## config.mk

```make
export PLATFORM = sky130hd
export DESIGN_NAME = ext_alu_seq
export DESIGN_NICKNAME = d
export VERILOG_FILES = /design/src/rtl/ext_alu_seq.sv
export SDC_FILE = /design/constraint.sdc
export NUM_CORES = 1
export LEC_CHECK = 0
export CAP_MARGIN = 20
export CORE_MARGIN = 4
export CORE_UTILIZATION = 25
export CTS_CLUSTER_DIAMETER = 60
export DETAILED_ROUTE_END_ITERATION = 16
export HOLD_SLACK_MARGIN = 0.08
export REMOVE_ABC_BUFFERS = 1
export SYNTH_ARGS = -nofsm -noshare
export SYNTH_HDL_FRONTEND = slang
export SYNTH_SLANG_ARGS = --single-unit
```

## constraint.sdc

```tcl
create_clock -name clk -period 4.2 [get_ports clk]
set_input_delay 0.84 -clock clk [delete_from_list [all_inputs] [get_ports clk]]
set_output_delay 0.84 -clock clk [all_outputs]
set_load 0.02 [all_outputs]
```

## src/rtl/ext_alu_seq.sv

```systemverilog
// Sequencer for multi-cycle ext-ALU ops: stalls the pipe, launches the unit and pulses result/flag captures.
// Optional macro EXT_SEQ_ILLEGAL_EN: func=111 is rejected and sets a sticky err instead of running as a 1-cycle op.
module ext_alu_seq (
    input  logic       clk,
    input  logic       rst_n,
    input  logic       start,
    input  logic [2:0] func,
    input  logic       flush,
    output logic       stall_ext,
    output logic       busy,
    output logic       unit_go,
    output logic [2:0] unit_func,
    output logic       res_we,
    output logic       clk_z_ext,
    output logic       clk_nv_ext,
    output logic       err
);

    typedef enum logic [1:0] {
        IDLE = 2'd0,
        RUN  = 2'd1,
        DONE = 2'd2
    } state_t;

    state_t     state_q, state_d;
    logic [2:0] cnt_q, cnt_d;
    logic [2:0] func_q, func_d;
    logic       go_q;
    logic       open_w;
    logic       legal_w;
    logic       accept_w;
    logic       done_live_w;
    logic       flag_op_w;

    // Counter preload is latency minus one: RUN lasts exactly L cycles.
    function automatic logic [2:0] lat_m1(input logic [2:0] f);
        logic [2:0] r;
        case (f)
            3'b000, 3'b001: r = 3'd1;
            3'b010, 3'b011: r = 3'd2;
            3'b100:         r = 3'd3;
            default:        r = 3'd0;
        endcase
        return r;
    endfunction

`ifdef EXT_SEQ_ILLEGAL_EN
    assign legal_w = (func != 3'b111);
`else
    assign legal_w = 1'b1;
`endif

    assign open_w   = (state_q == IDLE) || (state_q == DONE);
    assign accept_w = open_w && start && !flush && legal_w;

    always_comb begin
        state_d = state_q;
        cnt_d   = cnt_q;
        func_d  = func_q;
        case (state_q)
            IDLE: begin
                if (accept_w) begin
                    state_d = RUN;
                    cnt_d   = lat_m1(func);
                    func_d  = func;
                end
            end
            RUN: begin
                if (flush) begin
                    state_d = IDLE;
                    cnt_d   = 3'd0;
                end else if (cnt_q == 3'd0) begin
                    state_d = DONE;
                end else begin
                    cnt_d = cnt_q - 3'd1;
                end
            end
            DONE: begin
                // Back-to-back issue: a new op may be accepted while the old one retires.
                if (accept_w) begin
                    state_d = RUN;
                    cnt_d   = lat_m1(func);
                    func_d  = func;
                end else begin
                    state_d = IDLE;
                end
            end
            default: begin
                state_d = IDLE;
                cnt_d   = 3'd0;
            end
        endcase
    end

    always_ff @(posedge clk or negedge rst_n) begin
        if (!rst_n) begin
            state_q <= IDLE;
            cnt_q   <= 3'd0;
            func_q  <= 3'd0;
            go_q    <= 1'b0;
        end else begin
            state_q <= state_d;
            cnt_q   <= cnt_d;
            func_q  <= func_d;
            go_q    <= accept_w;
        end
    end

`ifdef EXT_SEQ_ILLEGAL_EN
    logic err_q, err_d;

    always_comb begin
        err_d = err_q;
        if (open_w && start && !flush && (func == 3'b111)) begin
            err_d = 1'b1;
        end
    end

    always_ff @(posedge clk or negedge rst_n) begin
        if (!rst_n) begin
            err_q <= 1'b0;
        end else begin
            err_q <= err_d;
        end
    end

    assign err = err_q;
`else
    assign err = 1'b0;
`endif

    // Flush in DONE squashes the retiring op's writes.
    assign done_live_w = (state_q == DONE) && !flush;
    assign flag_op_w   = (func_q <= 3'b100);

    // Gated by rst_n so the pipe is never stalled while reset is held.
    assign stall_ext  = rst_n && (accept_w || (state_q == RUN));
    assign busy       = (state_q != IDLE);
    assign unit_go    = go_q;
    assign unit_func  = func_q;
    assign res_we     = done_live_w;
    assign clk_z_ext  = done_live_w && flag_op_w;
    assign clk_nv_ext = done_live_w && flag_op_w;

endmodule

```

==> impl_metrics.tcl <==
set metrics [dict create \
    peakVddDrop_uv 211 \
    synth-seq-area-share_pct 43.3 \
    numCtsBuffers 3 \
    required_ns 3.36 \
    synth.area.top_cells "dfrtp_1 (43%), mux2_2 (6.5%), ha_1 (4.8%)" \
    gp_congestion 0.683 \
    path_clk_slew_ns 0.06 \
    syn-instance-count 45 \
    arrival_ns 2.56 \
    power_density_nw_per_um2 504 \
    hold_buffers 0 \
    coreArea_sq_um 1960 \
    drtAntennaViolNets 0 \
    synth_warnings 0 \
    slowest_delay_ns 0.59 \
    min_path_cells 1 \
    report.final.slew_viol_count 0 \
    synth-edff-count 0 \
    grt_pass1_vias 383 \
    max_freq_mhz 294 \
    clk_path_buf_depth 2 \
    final_nets 72 \
    p_int_uw 232 \
    fin_util_pct 36.4 \
    worst-path-buf-inv 2 \
    syn_area_sq_um 520 \
    tns_ns 0 \
    fin_crit_ns 3.40 \
    place_area_sq_um 686 \
    fin_crit_sh_pct 81.0 \
    finClkSkew_ns 0.000814 \
    drv_cap 0 \
    cts_tree "built" \
    antenna_cells 0 \
    post_synth.cell_area_avg_sq_um 11.6 \
    path_cells "clkdlybuf4s50_1, nor3b_4, o21a_1, clkdlybuf4s50_1" \
    power_frac_comb_pct 43.9 \
    post-place-cells 85 \
    ys_top_cells_by_count "dfrtp_1 (9), inv_1 (3), mux2_2 (3)" \
    die_area_sq_um 2880 \
    rsz0062_at_grt "no" \
    antenna_found_initial 0 \
    critPathLaunchType "primary input" \
    whs_ns 0.496 \
    pin_count 17 \
    fin_cells 89 \
    clkLatencyLatePin_ns 0.26 \
    synth_flop_cell "dfrtp_1" \
    cpMostUsedCell "clkdlybuf4s50_1" \
    pwr-share-clk_pct 19.2 \
    firstDrtPassIters 2 \
    crit_slowest_cell "clkdlybuf4s50_1" \
    initial_core_util_pct 26.5 \
    cp.depth 4 \
    synth-seq-cells 9 \
    finalSetupViolCount 0 \
    hold_path.class "reg2reg" \
    synth.most_common_cell "dfrtp_1" \
    cts.repair.resized 0 \
    wire_per_inst_um 11.5 \
    drcViolationCount 0 \
    grt_max_degree 11 \
    drive_gt1_share_pct 21.0 \
    post_cts_buffers 0 \
    grt.total_usage_pct 8.29 \
    p_sw_share_pct 35.5 \
    drt_iter0_drc 1 \
    final_hold_viol_count 0 \
    crit_type "in2out" \
    reg2regPathDepth 6 \
    synthArstFlopShare_pct 100 \
    cts-htree-levels 1 \
    ctsRootBufferMaster "clkbuf_4" \
    cts_sinks 9 \
    synth_largest_area_cell "dfrtp_1" \
    crit_family "buffers and inverters" \
    area_delta_synth_final_pct 37.0 \
    synth_top_area_share_pct 43.3 \
    via_count 391 \
    portBuffers 15 \
    grt_overflow_total 0 \
    hpwl_um 811 \
    chipHeight_um 53.6 \
    drt-total-wl_um 1020 \
    seq_power_share_pct 36.9 \
    grt_pass1_wl_um 1660 \
    synthDistinctLibCells 28 \
    viasPerCell 4.39 \
    num_rows 16 \
    die_w_um 53.6 \
    crit_fanout 8 \
    cp-end-kind "output pin" \
    power_switching_uw 128 \
    run_status "finished, final reports clean" \
    final_cell_area_sq_um 713 \
    fill_cells 219 \
    total_leakage_power_nw 0.295 \
]
-- worst reg2reg max path: stages, from the launching register on --
cell	delay, ns
dfrtp_1	0.39
inv_1	0.06
ha_1	0.14
ha_1	0.18
or3b_1	0.38
a21oi_2	0.23
mux2_1	0.34
-- per-layer routing --
| layer | routed length [um] | vias up | GRT usage [%] | share of wire, % |
|---|---|---|---|---|
| met2 | 457 | 13 | 12.4 | 45 |
| met4 | 0 | 0 | 1.28 | 0 |
| met5 | 0 | - | 0 | 0 |
| met1 | 484 | 186 | 9.63 | 47 |
| met3 | 82 | 0 | 6.09 | 8.0 |
| li1 | - | 192 | - | - |
-- final cells by class --
type                    instances  area [sq um]  area share [%]
clock buffers                   3          22.5            3.16
clock inverters                 1          5.00           0.702
inverters                       3          11.3            1.58
multi-input cells              30           258            36.1
flip-flops and latches          9           225            31.6
well taps                      27          33.8            4.74
repair buffers                 16           158            22.1
-- flip-flops by register name, summed over array words and instances (netlist names) --
register,count
unit_go,1
unit_func,3
cnt_q,3
state_q,2
-- cells in the final DEF, fill, tap and decap left out --
cell	Yosys	final
clkbuf_4	0	3
or4b_1	1	1
mux2_1	1	1
o21bai_1	1	1
o21ai_0	1	1
conb_1	1	1
nor2_1	2	2
nand2b_1	2	2
a21oi_1	1	1
clkinv_2	0	1
inv_1	3	3
nor2b_1	1	1
clkdlybuf4s50_1	0	15
o2bb2ai_2	1	1
buf_4	2	1
a21oi_2	1	1
mux2_2	3	3
a2bb2oi_1	1	1
dfrtp_1	9	9
o21a_1	1	1
nor3b_1	2	2
or3b_1	1	1
or2_2	1	1
or3b_4	1	1
nor3b_4	1	1
nand2_1	1	1
o221a_1	1	1
ha_1	2	2
o2bb2ai_1	1	1
and2_1	1	1
-- power groups by stage --
stage | registers (mW) | clock network, mW | logic, mW
2_1_floorplan | 0.141 | 0 | 0.0920
3_3_place_gp | 0.133 | 0 | 0.159
3_5_place_dp | 0.134 | 0 | 0.159
4_1_cts | 0.133 | 0.0728 | 0.161
5_1_grt | 0.138 | 0.0775 | 0.173
6_report | 0.133 | 0.0688 | 0.158
-- path summary, 6_finish.rpt --
kind,from,end,slack [ns]
max,flush,stall_ext,0.80
min,cnt_q[2],cnt_q[2],0.50
max reg2reg,cnt_q[0],cnt_q[2],2.36
min reg2reg,cnt_q[2],cnt_q[2],0.50
max in group asynchronous,rst_n,state_q[1],3.20
min in group asynchronous,rst_n,cnt_q[1],0.86
-- metrics by stage --
stage	power, mW	setup slack, ns
2_1_floorplan	0.233	1.49
3_3_place_gp	0.292	0.834
3_5_place_dp	0.293	0.793
4_1_cts	0.366	0.787
5_1_grt	0.389	0.715
6_report	0.359	0.799
-- cell families (layout without fill, tap and decap cells) --
logic type	count (synthesis)	after routing	share of synthesized area [%]
AND/OR/NAND/NOR	14	14	20.4
adder cells (fa/ha/maj)	2	2	4.81
AO/OA/AOI/OAI	9	9	14.9
other	1	1	0.720
flip-flops	9	9	43.3
multiplexers	4	4	8.65
buffers and inverters	6	23	7.21
Note: power is estimated with default switching activity, not from simulation.
